===== src/rtl/pid_mc_pkg.sv =====
// pid_mc_pkg: shared types and width helpers for the pid_mc controller.
// Holds the FSM state enum, accumulator width and channel-index width.
package pid_mc_pkg;

    typedef enum logic [2:0] {
        IDLE,
        MUL0,
        MUL1,
        MUL2,
        SAT,
        OUT
    } state_t;

    // Wide enough that u_prev<<<FRAC plus three gain*error terms
    // can never overflow.
    function automatic int acc_w(input int w, input int gw, input int frac);
        return w + gw + frac + 4;
    endfunction

    function automatic int ch_w(input int ch);
        return (ch > 1) ? $clog2(ch) : 1;
    endfunction

endpackage


===== src/rtl/pid_mc_sat.sv =====
// pid_mc_sat: combinational round-half-up, shift by FRAC and clamp.
// Ports: i_acc (accumulator), i_min/i_max (limits), o_u (result), o_sat (clamped).
module pid_mc_sat
    import pid_mc_pkg::*;
#(
    parameter int W    = 16,
    parameter int GW   = 16,
    parameter int FRAC = 8
) (
    input  logic signed [acc_w(W, GW, FRAC)-1:0] i_acc,
    input  logic signed [W-1:0]                  i_min,
    input  logic signed [W-1:0]                  i_max,
    output logic signed [W-1:0]                  o_u,
    output logic                                 o_sat
);

    localparam int AW = acc_w(W, GW, FRAC);
    localparam logic signed [AW-1:0] HALF = AW'(1) << (FRAC - 1);

    logic signed [AW-1:0] w_rnd;
    logic signed [AW-1:0] w_shr;
    logic signed [AW-1:0] w_min;
    logic signed [AW-1:0] w_max;

    assign w_rnd = i_acc + HALF;
    assign w_shr = w_rnd >>> FRAC;
    assign w_min = {{(AW - W){i_min[W-1]}}, i_min};
    assign w_max = {{(AW - W){i_max[W-1]}}, i_max};

    always_comb begin
        o_u   = w_shr[W-1:0];
        o_sat = 1'b0;
        if (w_shr < w_min) begin
            o_u   = i_min;
            o_sat = 1'b1;
        end else if (w_shr > w_max) begin
            o_u   = i_max;
            o_sat = 1'b1;
        end
    end

endmodule


===== src/rtl/pid_mc.sv =====
// pid_mc: multi-channel velocity-form PID, one shared multiplier.
// u[n] = u[n-1] + k1*e[n] + k2*e[n-1] + k3*e[n-2], clamped with anti-windup.
// Ports: clk/reset (sync, active-high); in_valid/in_ready/in_ch/in_e sample in;
// kp/ki/kd gains and u_min/u_max limits latched at accept;
// out_valid/out_ready/out_ch/out_u/out_sat result; err_ch sticky bad-channel flag.
// Macro PID_DERIV_EN enables the derivative term (e2 storage and MUL2 state).
module pid_mc
    import pid_mc_pkg::*;
#(
    parameter int W    = 16,
    parameter int CH   = 4,
    parameter int GW   = 16,
    parameter int FRAC = 8
) (
    input  logic                   clk,
    input  logic                   reset,
    input  logic                   in_valid,
    output logic                   in_ready,
    input  logic [ch_w(CH)-1:0]    in_ch,
    input  logic signed [W-1:0]    in_e,
    input  logic signed [GW-1:0]   kp,
    input  logic signed [GW-1:0]   ki,
    input  logic signed [GW-1:0]   kd,
    input  logic signed [W-1:0]    u_min,
    input  logic signed [W-1:0]    u_max,
    output logic                   out_valid,
    input  logic                   out_ready,
    output logic [ch_w(CH)-1:0]    out_ch,
    output logic signed [W-1:0]    out_u,
    output logic                   out_sat,
    output logic                   err_ch
);

    localparam int CW = ch_w(CH);
    localparam int AW = acc_w(W, GW, FRAC);
    localparam int KW = GW + 2;
    localparam int PW = KW + W;
    localparam logic [CW:0] CHV = (CW + 1)'(CH);

    state_t               r_state;
    logic [CW-1:0]        r_ch;
    logic signed [W-1:0]  r_e;
    logic signed [W-1:0]  r_min;
    logic signed [W-1:0]  r_max;
    logic signed [KW-1:0] r_k1;
    logic signed [KW-1:0] r_k2;
    logic signed [AW-1:0] r_acc;
    logic signed [W-1:0]  r_uprev [CH];
    logic signed [W-1:0]  r_e1    [CH];
`ifdef PID_DERIV_EN
    logic signed [KW-1:0] r_k3;
    logic signed [W-1:0]  r_e2    [CH];
`endif

    logic signed [KW-1:0] w_kp;
    logic signed [KW-1:0] w_ki;
    logic signed [KW-1:0] w_kd;
    logic signed [KW-1:0] w_k1;
    logic signed [KW-1:0] w_k2;
    logic signed [KW-1:0] w_k;
    logic signed [W-1:0]  w_e;
    logic signed [PW-1:0] w_p;
    logic signed [AW-1:0] w_pe;
    logic signed [AW-1:0] w_up;
    logic signed [W-1:0]  w_u;
    logic                 w_sat;

    assign w_kp = {{2{kp[GW-1]}}, kp};
    assign w_ki = {{2{ki[GW-1]}}, ki};
`ifdef PID_DERIV_EN
    assign w_kd = {{2{kd[GW-1]}}, kd};
`else
    logic w_unused_kd;
    assign w_kd        = '0;
    assign w_unused_kd = ^kd;
`endif
    assign w_k1 = w_kp + w_ki + w_kd;
    assign w_k2 = -w_kp - (w_kd <<< 1);

    // The single multiplier: operand pair chosen by the current step.
    always_comb begin
        w_k = r_k1;
        w_e = r_e;
        case (r_state)
            MUL1: begin
                w_k = r_k2;
                w_e = r_e1[r_ch];
            end
`ifdef PID_DERIV_EN
            MUL2: begin
                w_k = r_k3;
                w_e = r_e2[r_ch];
            end
`endif
            default: ;
        endcase
    end

    assign w_p  = w_k * w_e;
    assign w_pe = {{(AW - PW){w_p[PW-1]}}, w_p};
    assign w_up = {{(AW - W){r_uprev[r_ch][W-1]}}, r_uprev[r_ch]} <<< FRAC;

    pid_mc_sat #(
        .W    (W),
        .GW   (GW),
        .FRAC (FRAC)
    ) u_sat (
        .i_acc (r_acc),
        .i_min (r_min),
        .i_max (r_max),
        .o_u   (w_u),
        .o_sat (w_sat)
    );

    always_ff @(posedge clk) begin
        if (reset) begin
            r_state   <= IDLE;
            in_ready  <= 1'b1;
            out_valid <= 1'b0;
            out_ch    <= '0;
            out_u     <= '0;
            out_sat   <= 1'b0;
            err_ch    <= 1'b0;
            r_ch      <= '0;
            r_e       <= '0;
            r_min     <= '0;
            r_max     <= '0;
            r_k1      <= '0;
            r_k2      <= '0;
            r_acc     <= '0;
`ifdef PID_DERIV_EN
            r_k3      <= '0;
`endif
            for (int i = 0; i < CH; i++) begin
                r_uprev[i] <= '0;
                r_e1[i]    <= '0;
`ifdef PID_DERIV_EN
                r_e2[i]    <= '0;
`endif
            end
        end else begin
            case (r_state)
                IDLE: begin
                    if (in_valid) begin
                        // A bad channel is consumed in place; nothing runs.
                        if ({1'b0, in_ch} >= CHV) begin
                            err_ch <= 1'b1;
                        end else begin
                            r_ch     <= in_ch;
                            r_e      <= in_e;
                            r_min    <= u_min;
                            r_max    <= u_max;
                            r_k1     <= w_k1;
                            r_k2     <= w_k2;
`ifdef PID_DERIV_EN
                            r_k3     <= w_kd;
`endif
                            in_ready <= 1'b0;
                            r_state  <= MUL0;
                        end
                    end
                end
                MUL0: begin
                    r_acc   <= w_up + w_pe;
                    r_state <= MUL1;
                end
                MUL1: begin
                    r_acc   <= r_acc + w_pe;
`ifdef PID_DERIV_EN
                    r_state <= MUL2;
`else
                    r_state <= SAT;
`endif
                end
`ifdef PID_DERIV_EN
                MUL2: begin
                    r_acc   <= r_acc + w_pe;
                    r_state <= SAT;
                end
`endif
                SAT: begin
                    out_valid      <= 1'b1;
                    out_ch         <= r_ch;
                    out_u          <= w_u;
                    out_sat        <= w_sat;
                    // Clamped value feeds back, so no windup.
                    r_uprev[r_ch]  <= w_u;
                    r_e1[r_ch]     <= r_e;
`ifdef PID_DERIV_EN
                    r_e2[r_ch]     <= r_e1[r_ch];
`endif
                    r_state        <= OUT;
                end
                OUT: begin
                    if (out_ready) begin
                        out_valid <= 1'b0;
                        in_ready  <= 1'b1;
                        r_state   <= IDLE;
                    end
                end
                default: begin
                    in_ready <= 1'b1;
                    r_state  <= IDLE;
                end
            endcase
        end
    end

endmodule


===== config.mk =====
export PLATFORM = sky130hd
export DESIGN_NAME = pid_mc
export DESIGN_NICKNAME = d
export VERILOG_FILES = /design/src/rtl/pid_mc_pkg.sv /design/src/rtl/pid_mc_sat.sv /design/src/rtl/pid_mc.sv
export SDC_FILE = /design/constraint.sdc
export NUM_CORES = 2
export LEC_CHECK = 0
export CAP_MARGIN = 15
export CORE_MARGIN = 3
export CORE_UTILIZATION = 35
export CTS_BUF_LIST = sky130_fd_sc_hd__clkbuf_8
export DETAILED_ROUTE_END_ITERATION = 8
export SETUP_SLACK_MARGIN = 0.02
export SKIP_LAST_GASP = 1
export SYNTH_ARGS = -nofsm -noshare
export SYNTH_HDL_FRONTEND = slang
export SYNTH_SLANG_ARGS = --single-unit

===== constraint.sdc =====
create_clock -name clk -period 13.3 [get_ports clk]
set_input_delay 1.33 -clock clk [delete_from_list [all_inputs] [get_ports clk]]
set_output_delay 1.33 -clock clk [all_outputs]
set_load 0.05 [all_outputs]

### Word-level counts from Yosys, hierarchy flattened

Memories as Yosys holds them, arrays and structs flattened. A register that Yosys moved wholly into a read port is not among the register bits.
Cells that the tools add are included.

* register bits: 154
* memory bits (writable): 128
* input port bits: 102
* output and inout port bits: 22
* logic and storage cells: 70
* memories kept: 2

* add/subtract/negate cells: 5
* multipliers: 1
* $lt $le $gt $ge: 2
* equal/unequal tests: 6
* multiplexer cells: 30
* bitwise logic cells: 1
* reductions and logical operators: 10

Memory list
* r_e1: words 4, bits a word 16, read ports 1, clocked after memory_dff 1, write ports 4, RTL line pid_mc.sv:49 `logic signed [W-1:0] r_e1 [CH];`
* r_uprev: words 4, bits a word 16, read ports 1, clocked after memory_dff 1, write ports 4, RTL line pid_mc.sv:48 `logic signed [W-1:0] r_uprev [CH];`

Operator list (number)
* $pmux W44 S2: 1
* $mux W16: 5
* $add A44 B34 Y44: 1
* $add A44 B9 Y44 const B: 1
* $gt A36 B16 Y1: 1
* $lt A36 B16 Y1: 1
* $add A24 B34 Y35: 1
* $mul A18 B16 Y34: 1
* $reduce_or A16 Y1: 2
* $mux W18: 1
* $neg A16 Y18: 1
* $add A16 B16 Y17: 1
* $pmux W3 S5: 1
* $mux W1: 12
* $mux W2: 6
* $eq A3 B3 Y1 const B: 2
* $mux W3: 2
* $reduce_and A2 Y1: 3
* $ne A2 B2 Y1 const B: 2
* $reduce_bool A2 Y1: 2
* $eq A3 B1 Y1 const B: 1
* $eq A3 B2 Y1 const B: 1
* $logic_not A3 Y1: 1
* $pmux W1 S3: 1
* 4 further kinds: 4

### Depth between registers and ports, before layout

* depth after elaboration: 6
* depth in mapped cells: 43
* depth with buffers taken out: 38

### Cells and area by module

A second synthesis with hierarchy kept.

* cell total of the unflattened synthesis: 3346
* area total of the unflattened synthesis: 29391.9 um^2

By module, submodules not included
* pid_mc: times used 1, cells each 2912, area each 26312.7 um^2, sequential area each 6946.7 um^2
* pid_mc_sat: times used 1, cells each 434, area each 3079.2 um^2, sequential area each 0.0 um^2

### Worst setup path after synthesis

No wires, ideal clock.

* path kind: reg2reg
* from: register (tool-made name)
* to: register r_acc[41]
* setup time: 0.126 ns
* arrival time: 9.546 ns
* required time: 13.174 ns
* slack: 3.628 ns
* stages on the path, launching flop included: 37
* buffers on the path: 4
* period minus slack after synthesis: 9.672 ns
* cells stage by stage: dfxtp_1 > clkbuf_1 > buf_2 > buf_1 > mux4_2 > mux2i_1 > nor2_1 > fa_1 > fa_1 > fa_1 > fa_1 > fa_1 > inv_1 > fa_1 > inv_1 > ha_1 > a21o_1 > a21o_1 > a21oi_1 > o21ai_0 > a21oi_1 > o21ai_0 > and4_1 > nor3_2 > ha_1 > clkbuf_1 > a21o_1 > a21oi_1 > nor2_1 > o21a_1 > o21ai_0 > nand2b_1 > a21oi_1 > o31ai_1 > a21oi_1 > xor2_1 > o22ai_1

RTL lines
* end signal, assigned: RTL line pid_mc.sv:164 `r_acc <= w_up + w_pe;`
* end signal, assigned: RTL line pid_mc.sv:168 `r_acc <= r_acc + w_pe;`
* end, declared: RTL line pid_mc.sv:47 `logic signed [AW-1:0] r_acc;`

### Worst setup path after layout

* from: register r_state[0]
* to: register r_acc[42]

* longest elaborated chain between the ends: 5
* elaborated cells on any way between the ends: 9
* classes of those cells: add/sub (2); mul (1); eq/ne (2); mux (3); reduce/logical (1)

RTL lines
* start, declared: RTL line pid_mc.sv:40 `state_t r_state;`
* start signal, assigned: RTL line pid_mc.sv:117 `r_state <= IDLE;`
* start signal, assigned: RTL line pid_mc.sv:159 `r_state <= MUL0;`
* start signal, assigned: RTL line pid_mc.sv:165 `r_state <= MUL1;`
* $eq A3 B2 Y1: RTL line pid_mc.sv:84, pid_mc.sv:142
* $mux W18 / $mux W16 (equally long branches): RTL line pid_mc.sv:84 `case (r_state)`
* $mul A18 B16 Y34: RTL line pid_mc.sv:99 `assign w_p = w_k * w_e;`
* $add A44 B34 Y44 / $add A24 B34 Y35 (equally long branches): RTL line pid_mc.sv:168, pid_mc.sv:164
* $pmux W44 S2: RTL line pid_mc.sv:142 `case (r_state)`

Parallel ways exist; a longest one is shown, timed or not.
A chain may end at the register's enable or synchronous reset.

==> impl_metrics.env <==
export IMPL_post_cts_buffers=0
export IMPL_cts_buffers_inserted=49
export IMPL_multi_input_area_um2=20020
export IMPL_die_y_um=293.7
export IMPL_fill_cells=8159
export IMPL_placed_cells=4337
export IMPL_yosys_warnings=0
export IMPL_synth_nets=3886
export IMPL_post_route_drc_count=0
export IMPL_core_um2=81330
export IMPL_synth_edff_count=128
export IMPL_gp_congestion=0.8803
export IMPL_port_buffers=106
export IMPL_drt_first_iter_violations=1392
export IMPL_grt_max_degree=63
export IMPL_grt_overflow=0
export IMPL_clk_path_buf_depth=3
export IMPL_worst_setup_path_type="reg -> reg"
export IMPL_cpMaxStageDelayCell="mux2i_1"
export IMPL_cp_slowest_stage_delay_ns=0.99
export IMPL_powerDensity_nw_per_um2=126.4
export IMPL_ctsHoldBuffers=0
export IMPL_p_leak_nw=14.42
export IMPL_clock_sinks=283
export IMPL_path_delay_family="adder cells"
export IMPL_insertion_delay_ns=0.66
export IMPL_nets=3968
export IMPL_grt_pass1_wl_um=129200
export IMPL_rows=104
export IMPL_status="finished clean"
export IMPL_postSynthCellCount=3246
export IMPL_hpwlAfterDp_um=61550
export IMPL_grt_pass1_vias=23050
export IMPL_cts_resized=0
export IMPL_synthFlopType="dfxtp_1"
export IMPL_drt_total_wl_um=79900
export IMPL_finalCritPeriodShare_pct=84.58
export IMPL_setup_tns_ns=0
export IMPL_hold_class="reg -> reg"
export IMPL_area_delta_synth_final_pct=11.15
export IMPL_synth_seq_area_share_pct=23.97
export IMPL_fmax_mhz=88.90
export IMPL_critPathMaxFanout=26
export IMPL_post_route_cells_drive_above_1_share_pct=5.673
export IMPL_htreeDepth=2
export IMPL_cpMostUsedCell="fa_1"
export IMPL_drt_pass1_iter_count=5
export IMPL_cts_root_buf="clkbuf_8"
export IMPL_skew_ns=0.02420
export IMPL_rsz0062_at_grt="no"
export IMPL_maxSlewHeadroom_pct=19.89
export IMPL_ant_nets=0
export IMPL_clk_pin_slew_ns=0.07
export IMPL_instances_no_fill=4428
export IMPL_syn_area_um2=28980
export IMPL_synth_cell_types=73
export IMPL_wl_per_cell_um=18.04
export IMPL_pin_count=124
export IMPL_endpoint_kind="flip-flop"
export IMPL_fin_crit_ns=11.25
export IMPL_worstMarginPinSlew_ns=1.168
export IMPL_final_seq_area_um2=6948
export IMPL_die_area_um2=86270
export IMPL_grt_use_total_pct=18.90
export IMPL_antenna_found_initial=1
export IMPL_drv_cap=0
export IMPL_hold_viol=0
export IMPL_via_per_inst=5.081
export IMPL_vias=22500
export IMPL_crit_buf_inv=5
export IMPL_report_final_setup_viol=0
export IMPL_start_kind="flip-flop"
export IMPL_ir_worst_vdd_v=0.0001027
export IMPL_required_ns=13.87
export IMPL_die_w_um=293.7
export IMPL_yosys_register_bits=283
export IMPL_final_max_slew_viol_count=0
export IMPL_start_util_pct=35.63
export IMPL_cts_tree="yes"
export IMPL_syn_mean_instance_area_um2=8.926
export IMPL_arrival_ns=11.82
export IMPL_synthArstFlopShare_pct=0
-- worst reg2reg max path, delay by kind of cell, from the launching register on --
kind | cells | cell delay (ns)
buffers and inverters | 5 | 0.63
DFF | 1 | 0.55
muxes | 2 | 1.15
AOI/OAI and AO/OA | 11 | 2.78
adders and majority gates | 8 | 4.09
and+or+nand+nor | 7 | 1.98
-- cells in the mapped netlist (7+ instances only) --
library cell  instances  area [um2]
a211oi_1             36       270.3
nor3_1               38       190.2
nand4_1              27       168.9
nor2b_1              21       131.4
o21a_1               14       105.1
mux4_2               32       720.7
o22ai_1              14       87.58
a21oi_1             214        1071
o31ai_1               7       52.55
inv_1               423        1588
mux2_2                7       78.83
o21ai_0              72       360.4
buf_1                 7       26.28
a21o_1               66       495.5
edfxtp_1            128        3844
fa_1                293        5866
or2_2                 7       43.79
dfxtp_1             155        3103
nand2_1             478        1794
xor2_1               47       411.6
a2111oi_0            11       96.34
nand3_1              38       190.2
nand2b_1             33       206.5
a311oi_1             13       113.9
and3_1               34       212.7
mux2i_4               9       202.7
o211ai_1              8       60.06
a31oi_1              10       62.56
xnor2_1             107       937.2
ha_1                245        3065
mux2_4                9       135.1
or3_1                16       100.1
o21bai_1             19       142.6
and2_1               68       425.4
clkbuf_1            104       390.4
mux2i_1              35       350.3
nor2_1              328        1231
-- cells in the final DEF, fill, tap and decap left out, types with 8 or more instances in the layout --
cell and n:
xnor2_1 107, inv_1 442, ha_1 245, xor2_1 47, a311oi_1 13, clkinv_1 9
o22ai_1 14, and3_1 34, mux2_4 9, dfxtp_1 154, nand2_1 477, a31oi_1 10
clkbuf_8 53, or3_1 16, nand3_1 38, o21ai_0 71, nand2b_1 33, nor3_1 38
o21a_1 14, o211ai_1 8, mux4_2 32, mux2i_4 9, a2111oi_0 11, clkdlybuf4s50_1 105
o21bai_1 19, and2_1 68, nor2_1 327, mux2i_2 8, nand4_1 27, edfxtp_1 128
mux2i_1 31, nor2b_1 21, fa_1 293, a21o_1 66, buf_4 44, a21oi_1 214
a211oi_1 36
-- final timing paths --
kind,startpoint,to,slack [ns],cells after the start
worst max-delay path,r_state[0],r_acc[42],2.05,33
worst min-delay path,r_k2[15],r_k2[15],0.45,2
worst max register to register,r_state[0],r_acc[42],2.05,33
worst min register to register,r_k2[15],r_k2[15],0.45,2
-- cells by family after synthesis --
| kind of cell | share of synthesized area (%) |
|---|---|
| compound gates | 11.24 |
| fa+ha+maj | 30.82 |
| flops | 23.97 |
| xor+xnor | 4.655 |
| other cells | 0.01294 |
| mux | 5.324 |
| simple gates | 16.83 |
| buf+inv | 7.134 |
-- flip-flops by register name, summed over array words and instances (netlist names), named ones only --
signal,cells
out_ch,2
r_min,16
r_uprev,64
r_max,16
r_ch,2
out_u,16
out_valid,1
r_acc,44
r_state,3
r_k1,17
in_ready,1
out_sat,1
r_e1,64
r_k2,18
r_e,16
-- metrics by stage --
step / utilization [%] / hold WS [ns] / area [um2] / power [W] / worst slack [ns]
4_1_cts: 39.60 / 0.4601 / 32200 / 0.004094 / 2.074
3_3_place_gp: 38.45 / 0.4431 / 31270 / 0.003260 / 2.222
3_5_place_dp: 38.45 / 0.4513 / 31270 / 0.003262 / 2.150
6_report: 39.60 / 0.4536 / 32210 / 0.004071 / 2.052
2_1_floorplan: - / 0.4321 / 28980 / 0.002711 / 3.628
5_1_grt: 39.60 / 0.4831 / 32210 / 0.004402 / 1.289
-- area by class of cell --
class / instances / area share [%]
clock buffers: 53 / 2.265
inverters: 423 / 4.930
clock inverters: 37 / 0.6410
diodes: 1 / 0.007770
flip-flops and latches: 283 / 21.57
well taps: 1060 / 4.118
repair buffers: 149 / 4.289
multi-input cells: 2422 / 62.18
-- power by group --
| part | switching (W) | internal (W) |
|---|---|---|
| Sequential | 0.0000869 | 0.000985 |
| Combinational | 0.00133 | 0.000877 |
| Clock | 0.000406 | 0.000391 |
-- per-layer routing --
metal / wire (um) / up-vias / GRT usage [%]
met5: 0 / - / 0
met4: 2011 / 0 / 5.136
met3: 4282 / 119 / 2.747
met2: 36580 / 568 / 31.01
met1: 37030 / 10890 / 26.13
li1: - / 10920 / -
(Power assumes the default switching activity.)
